[src/rtl/ring_wb_net.sv]
// Slotted writeback ring: each stop owns one rotating slot and an injection FIFO.
// Defining RING_FLUSH_EN adds the flush input that clears every slot and FIFO.
module ring_wb_net #(
  parameter int XLEN          = 32,
  parameter int PHYS_REG_SIZE = 256,
  parameter int ROB_ENTRY     = 256,
  parameter int RF_QUEUE      = 8,
  parameter int NUM_STOPS     = 5,
  localparam int PW = $clog2(PHYS_REG_SIZE),
  localparam int RW = $clog2(ROB_ENTRY)
) (
  input  logic                      clk,
  input  logic                      rst_n,
`ifdef RING_FLUSH_EN
  input  logic                      flush,
`endif
  input  logic [NUM_STOPS-1:0]      in_valid,
  output logic [NUM_STOPS-1:0]      in_ready,
  input  logic [NUM_STOPS*PW-1:0]   in_reg,
  input  logic [NUM_STOPS*XLEN-1:0] in_val,
  input  logic [NUM_STOPS*RW-1:0]   in_rob,
  output logic [NUM_STOPS-1:0]      out_valid,
  output logic [NUM_STOPS*PW-1:0]   out_reg,
  output logic [NUM_STOPS*XLEN-1:0] out_val,
  output logic                      out_rob_valid,
  output logic [PW-1:0]             out_rob_update_reg,
  output logic [XLEN-1:0]           out_rob_update_val,
  output logic [RW-1:0]             out_rob_rob_entry
);

  localparam int SW = $clog2(NUM_STOPS);
  localparam int AW = $clog2(RF_QUEUE);
  localparam logic [SW-1:0] LAST_PHASE = SW'(NUM_STOPS - 1);

  typedef struct packed {
    logic [PW-1:0]   r;
    logic [XLEN-1:0] val;
    logic [RW-1:0]   rob;
  } data_t;

  typedef struct packed {
    logic          v;
    logic [SW-1:0] src;
    data_t         d;
  } slot_t;

  logic [SW-1:0]  phase_q, phase_d;
  logic           rdy_q;
  logic           inj;
  logic           flush_w;
  slot_t          slot_q [NUM_STOPS];
  slot_t          slot_d [NUM_STOPS];
  data_t          mem_q  [NUM_STOPS][RF_QUEUE];
  data_t          in_data[NUM_STOPS];
  data_t          head   [NUM_STOPS];
  logic [AW:0]    wp_q   [NUM_STOPS];
  logic [AW:0]    rp_q   [NUM_STOPS];
  logic [NUM_STOPS-1:0] empty, full, accept, push, pop, bypass;

`ifdef RING_FLUSH_EN
  assign flush_w = flush;
`else
  assign flush_w = 1'b0;
`endif

  // Every stop injects on the same edge, so the ring never has slot conflicts.
  assign inj     = (phase_q == LAST_PHASE);
  assign phase_d = inj ? '0 : phase_q + SW'(1);

  always_comb begin
    empty  = '0;
    full   = '0;
    accept = '0;
    push   = '0;
    pop    = '0;
    bypass = '0;
    for (int j = 0; j < NUM_STOPS; j++) begin
      in_data[j] = {in_reg[j*PW +: PW], in_val[j*XLEN +: XLEN], in_rob[j*RW +: RW]};
      head[j]    = mem_q[j][rp_q[j][AW-1:0]];
      empty[j]   = (wp_q[j] == rp_q[j]);
      full[j]    = (wp_q[j] == {~rp_q[j][AW], rp_q[j][AW-1:0]});
    end
    in_ready = {NUM_STOPS{rdy_q}} & ~full;
    for (int j = 0; j < NUM_STOPS; j++) begin
      accept[j] = in_valid[j] & in_ready[j] & ~flush_w;
      pop[j]    = inj & ~empty[j] & ~flush_w;
      bypass[j] = inj & empty[j] & accept[j];
      push[j]   = accept[j] & ~bypass[j];
    end
  end

  always_comb begin
    for (int j = 0; j < NUM_STOPS; j++) begin
      slot_d[j] = '0;
      if (inj) begin
        if (!empty[j]) begin
          slot_d[j].v   = 1'b1;
          slot_d[j].src = SW'(j);
          slot_d[j].d   = head[j];
        end else if (accept[j]) begin
          slot_d[j].v   = 1'b1;
          slot_d[j].src = SW'(j);
          slot_d[j].d   = in_data[j];
        end
      end else begin
        slot_d[j] = slot_q[(j + NUM_STOPS - 1) % NUM_STOPS];
      end
    end
  end

  always_ff @(posedge clk) begin
    for (int j = 0; j < NUM_STOPS; j++) begin
      if (push[j]) mem_q[j][wp_q[j][AW-1:0]] <= in_data[j];
    end
  end

  always_ff @(posedge clk or negedge rst_n) begin
    if (!rst_n) begin
      phase_q <= '0;
      rdy_q   <= 1'b0;
      for (int j = 0; j < NUM_STOPS; j++) begin
        slot_q[j] <= '0;
        wp_q[j]   <= '0;
        rp_q[j]   <= '0;
      end
    end else begin
      // Phase keeps running through a flush.
      phase_q <= phase_d;
      rdy_q   <= 1'b1;
      for (int j = 0; j < NUM_STOPS; j++) begin
        if (flush_w) begin
          slot_q[j] <= '0;
          wp_q[j]   <= '0;
          rp_q[j]   <= '0;
        end else begin
          slot_q[j] <= slot_d[j];
          if (push[j]) wp_q[j] <= wp_q[j] + (AW+1)'(1);
          if (pop[j])  rp_q[j] <= rp_q[j] + (AW+1)'(1);
        end
      end
    end
  end

  always_comb begin
    out_valid = '0;
    out_reg   = '0;
    out_val   = '0;
    for (int i = 0; i < NUM_STOPS; i++) begin
      out_valid[i]            = slot_q[i].v;
      out_reg[i*PW +: PW]     = slot_q[i].d.r;
      out_val[i*XLEN +: XLEN] = slot_q[i].d.val;
    end
    out_rob_valid      = slot_q[0].v;
    out_rob_update_reg = slot_q[0].d.r;
    out_rob_update_val = slot_q[0].d.val;
    out_rob_rob_entry  = slot_q[0].d.rob;
  end

endmodule

[config.mk]
export PLATFORM = sky130hd
export DESIGN_NAME = ring_wb_net
export DESIGN_NICKNAME = d
export VERILOG_FILES = /design/src/rtl/ring_wb_net.sv
export SDC_FILE = /design/constraint.sdc
export NUM_CORES = 2
export LEC_CHECK = 0
export CORE_AREA = 3 3 404 406
export DETAILED_ROUTE_END_ITERATION = 8
export DIE_AREA = 0 0 407 409
export PLACE_DENSITY_LB_ADDON = 0.1
export SYNTH_ARGS = -nofsm -noshare
export SYNTH_HDL_FRONTEND = slang
export SYNTH_SLANG_ARGS = --single-unit
[constraint.sdc]
create_clock -name clk -period 6.5 [get_ports clk]
set_input_delay 0.65 -clock clk [delete_from_list [all_inputs] [get_ports clk]]
set_output_delay 0.65 -clock clk [all_outputs]
set_load 0.05 [all_outputs]
==> results.cfg <==
[run_status]
status = completed

[floorplanning]
die_x_um = 407
die_h_um = 409
core_area_um2 = 160000
io_pins = 506
start_util = 0.539
rows = 147
dieArea_um2 = 166000

[synthesis]
seq_area_frac_synth = 0.751
ys_ff_latch = 2209
synth_cells = 4205
synth_edf_count = 1920
synth-simple-area-share = 0.0211
synthFlopType = edfxtp_1
synth_compound_area_frac = 0.0340
synth_top_family_by_area = multiplexers
ys_warn_count = 0
synth_area_leaders = edfxtp_1 (67%), mux4_2 (13%), dfrtp_1 (8.4%), a221o_1 (2.8%), buf_4 (2.2%)
synth_fp_nets = 4464
synth_area_um2 = 86400
synth_fa_ha_area_frac = 0.00174
synth.most_common_cell = edfxtp_1
syn_area_per_cell_um2 = 20.5
synth_mux_area_frac = 0.149
synthTopCellsByCount = edfxtp_1 (1,920), mux4_2 (480), dfrtp_1 (289)
synth_top_area_share = 0.668
ys_async_sr_fraction = 0.131
synth_xor_area_frac = 0.00606
yosysUniqueCellTypes = 45
yosysTopAreaCell = edfxtp_1

[drt]
via_per_inst = 6.20
via_count = 42800
drc = 0
first_pass_iters = 7
post_drt_wl_per_cell_um = 34.1
ant_nets = 0
wl_um = 235000
drtIter0Drc = 4670

[cts]
worstSkewPairLatency_ps = 840
clk_pin_slew_ps = 60
cts_resized = 0
cts_tree = yes
htree_levels = 4
cts_root_buffer = clkbuf_16
post_cts_buffers = 0
numCtsBuffers = 220
cts_sinks = 2209
clk_path_buf_depth = 3

[global_route]
grtUsageTotal = 0.284
grt_pass1_vias = 42200
grt_pass1_wl_um = 329000
grt_remaining_overflow = 0
antenna_found_initial = 52
grt_max_degree = 124

[timing]
hold_ws_ps = 389
worst_slack_ps = 2210
fin_crit_sh = 0.660
drv_slew = 0
finClkSkew_ps = 36.2
clock.fmax_ghz = 0.233
slew-limit-headroom = 0.280
rsz0062_at_grt = false
hold_viol_final = 0
setup_tns_ps = 0
worst_slew_pin_slew_ps = 1080
setup_violations = 0
finalCriticalPeriod_ps = 4290

[power_and_ir_drop]
netSwitchingFraction = 0.359
powerDensity_nw_per_um2 = 495
cellLeakagePower_nw = 33.4
p_switching_mw = 17.7
ir_drop_v = 0.000362
p_clk_frac = 0.260
internal_power_mw = 31.6
p_total_mw = 49.3
pwr-share-comb = 0.313
seqPwrFrac = 0.427

[placed_design]
io_buffers = 505
dpl.cell_count = 6458
dp_slack_ps = 2750
postPlaceCellArea_um2 = 92100
dp_hpwl_um = 144000
gp_congestion = 0.795

[setup_path]
critPathKind = flip-flop to output pin
worstSetupStartpointType = flip-flop
critPathRequiredTime_ps = 5850
cp.arrival_ps = 3640
endpoint_kind = output pin
crit_fanout = 51

[finish]
fillers = 11100
finalNonFillerCells = 6902
fin_util = 0.621
fin_area_um2 = 99500
final_nets = 4780
area_delta_synth_final_pct = 15.2
drive_gt1_frac = 0.213
largest_reg_flops = 1920

[worst_hold_path]
min_path_type = input port to asynchronous set/reset pin

[run]
maxCapViolations = 0
-- placed cells by master (no fill, tap or decap), types with 5 or more instances in the layout --
cell type,netlist,layout
a21oi_1,48,48
a221o_1,240,240
and2_1,5,5
and3_1,5,5
and4b_2,0,8
buf_4,257,80
bufinv_16,0,21
clkbuf_1,113,42
clkbuf_16,0,222
clkbuf_8,0,26
clkdlybuf4s50_1,0,504
clkinv_1,0,27
clkinv_2,0,51
clkinvlp_4,0,13
dfrtp_1,289,274
dfrtp_4,0,14
diode_2,0,24
edfxtp_1,1920,1920
ha_1,12,12
inv_1,12,11
inv_6,0,10
mux2_2,11,11
mux2i_1,192,192
mux4_2,480,480
nand2_1,120,119
nand3_1,11,11
nor2_1,226,221
nor2_4,0,5
nor3_2,0,8
nor4b_4,0,14
o211ai_1,5,5
o21ai_0,6,6
o311ai_0,5,5
xnor2_1,26,26
xnor2_2,8,8
xor2_1,17,17
-- path summary, 6_finish.rpt --
| kind | start | end | slack, ps | depth (start not counted) |
|---|---|---|---|---|
| min | rst_n | out_rob_update_val[18] | 390 | 2 |
| max | rp_q[6] | in_ready[3] | 2210 | 5 |
| min reg2reg | phase_q[0] | phase_q[0] | 470 | 1 |
| max reg2reg | phase_q[0] | mem_q[0][658] | 2780 | 7 |
| max in group asynchronous | rst_n | rp_q[14] | 4650 | 3 |
| min in group clk | phase_q[0] | phase_q[0] | 470 | 1 |
-- metal layers --
metal	routed length (um)	GRT usage
met2	110000	0.423
met3	24100	0.0891
met4	7980	0.0946
met5	207	0
met1	93300	0.402
-- critical path, stage by stage, from the launching register on --
cell,delay (ps)
dfrtp_4,980
xnor2_1,220
nand3_2,200
nor2_1,70
nor2_1,410
clkdlybuf4s50_1,920
-- power groups by stage --
| stage | registers [mW] | clock network [mW] | logic, mW |
|---|---|---|---|
| after detailed placement | 21.3 | 0 | 15.5 |
| final | 21.0 | 12.8 | 15.4 |
| after CTS | 21.1 | 13.0 | 15.6 |
| after global routing | 21.2 | 13.6 | 16.4 |
| after global placement | 21.4 | 0 | 15.4 |
| after floorplan | 18.3 | 0 | 13.2 |
-- repair_timing --
action / in CTS / in global routing
hold buffers: 1 / 0
setup endpoints to repair: 0 / 0
hold endpoints to repair: 59 / 0
-- cell families after synthesis --
kind of cell / Yosys count
xor+xnor: 52
compound gates: 323
fa+ha+maj: 12
other cells: 1
simple gates: 417
mux: 683
flops: 2209
buf+inv: 508
-- cell type report --
cell class	instances	area, um^2	area share
inverters	12	45.0	0.000453
multi-input cells	1488	18600	0.187
clock buffers	290	6070	0.0610
flip-flops and latches	2209	64900	0.653
well taps	2160	2700	0.0272
clock inverters	129	1290	0.0130
diodes	24	60.1	0.000604
repair buffers	590	5750	0.0578
Power figures use the tool's default switching activity.
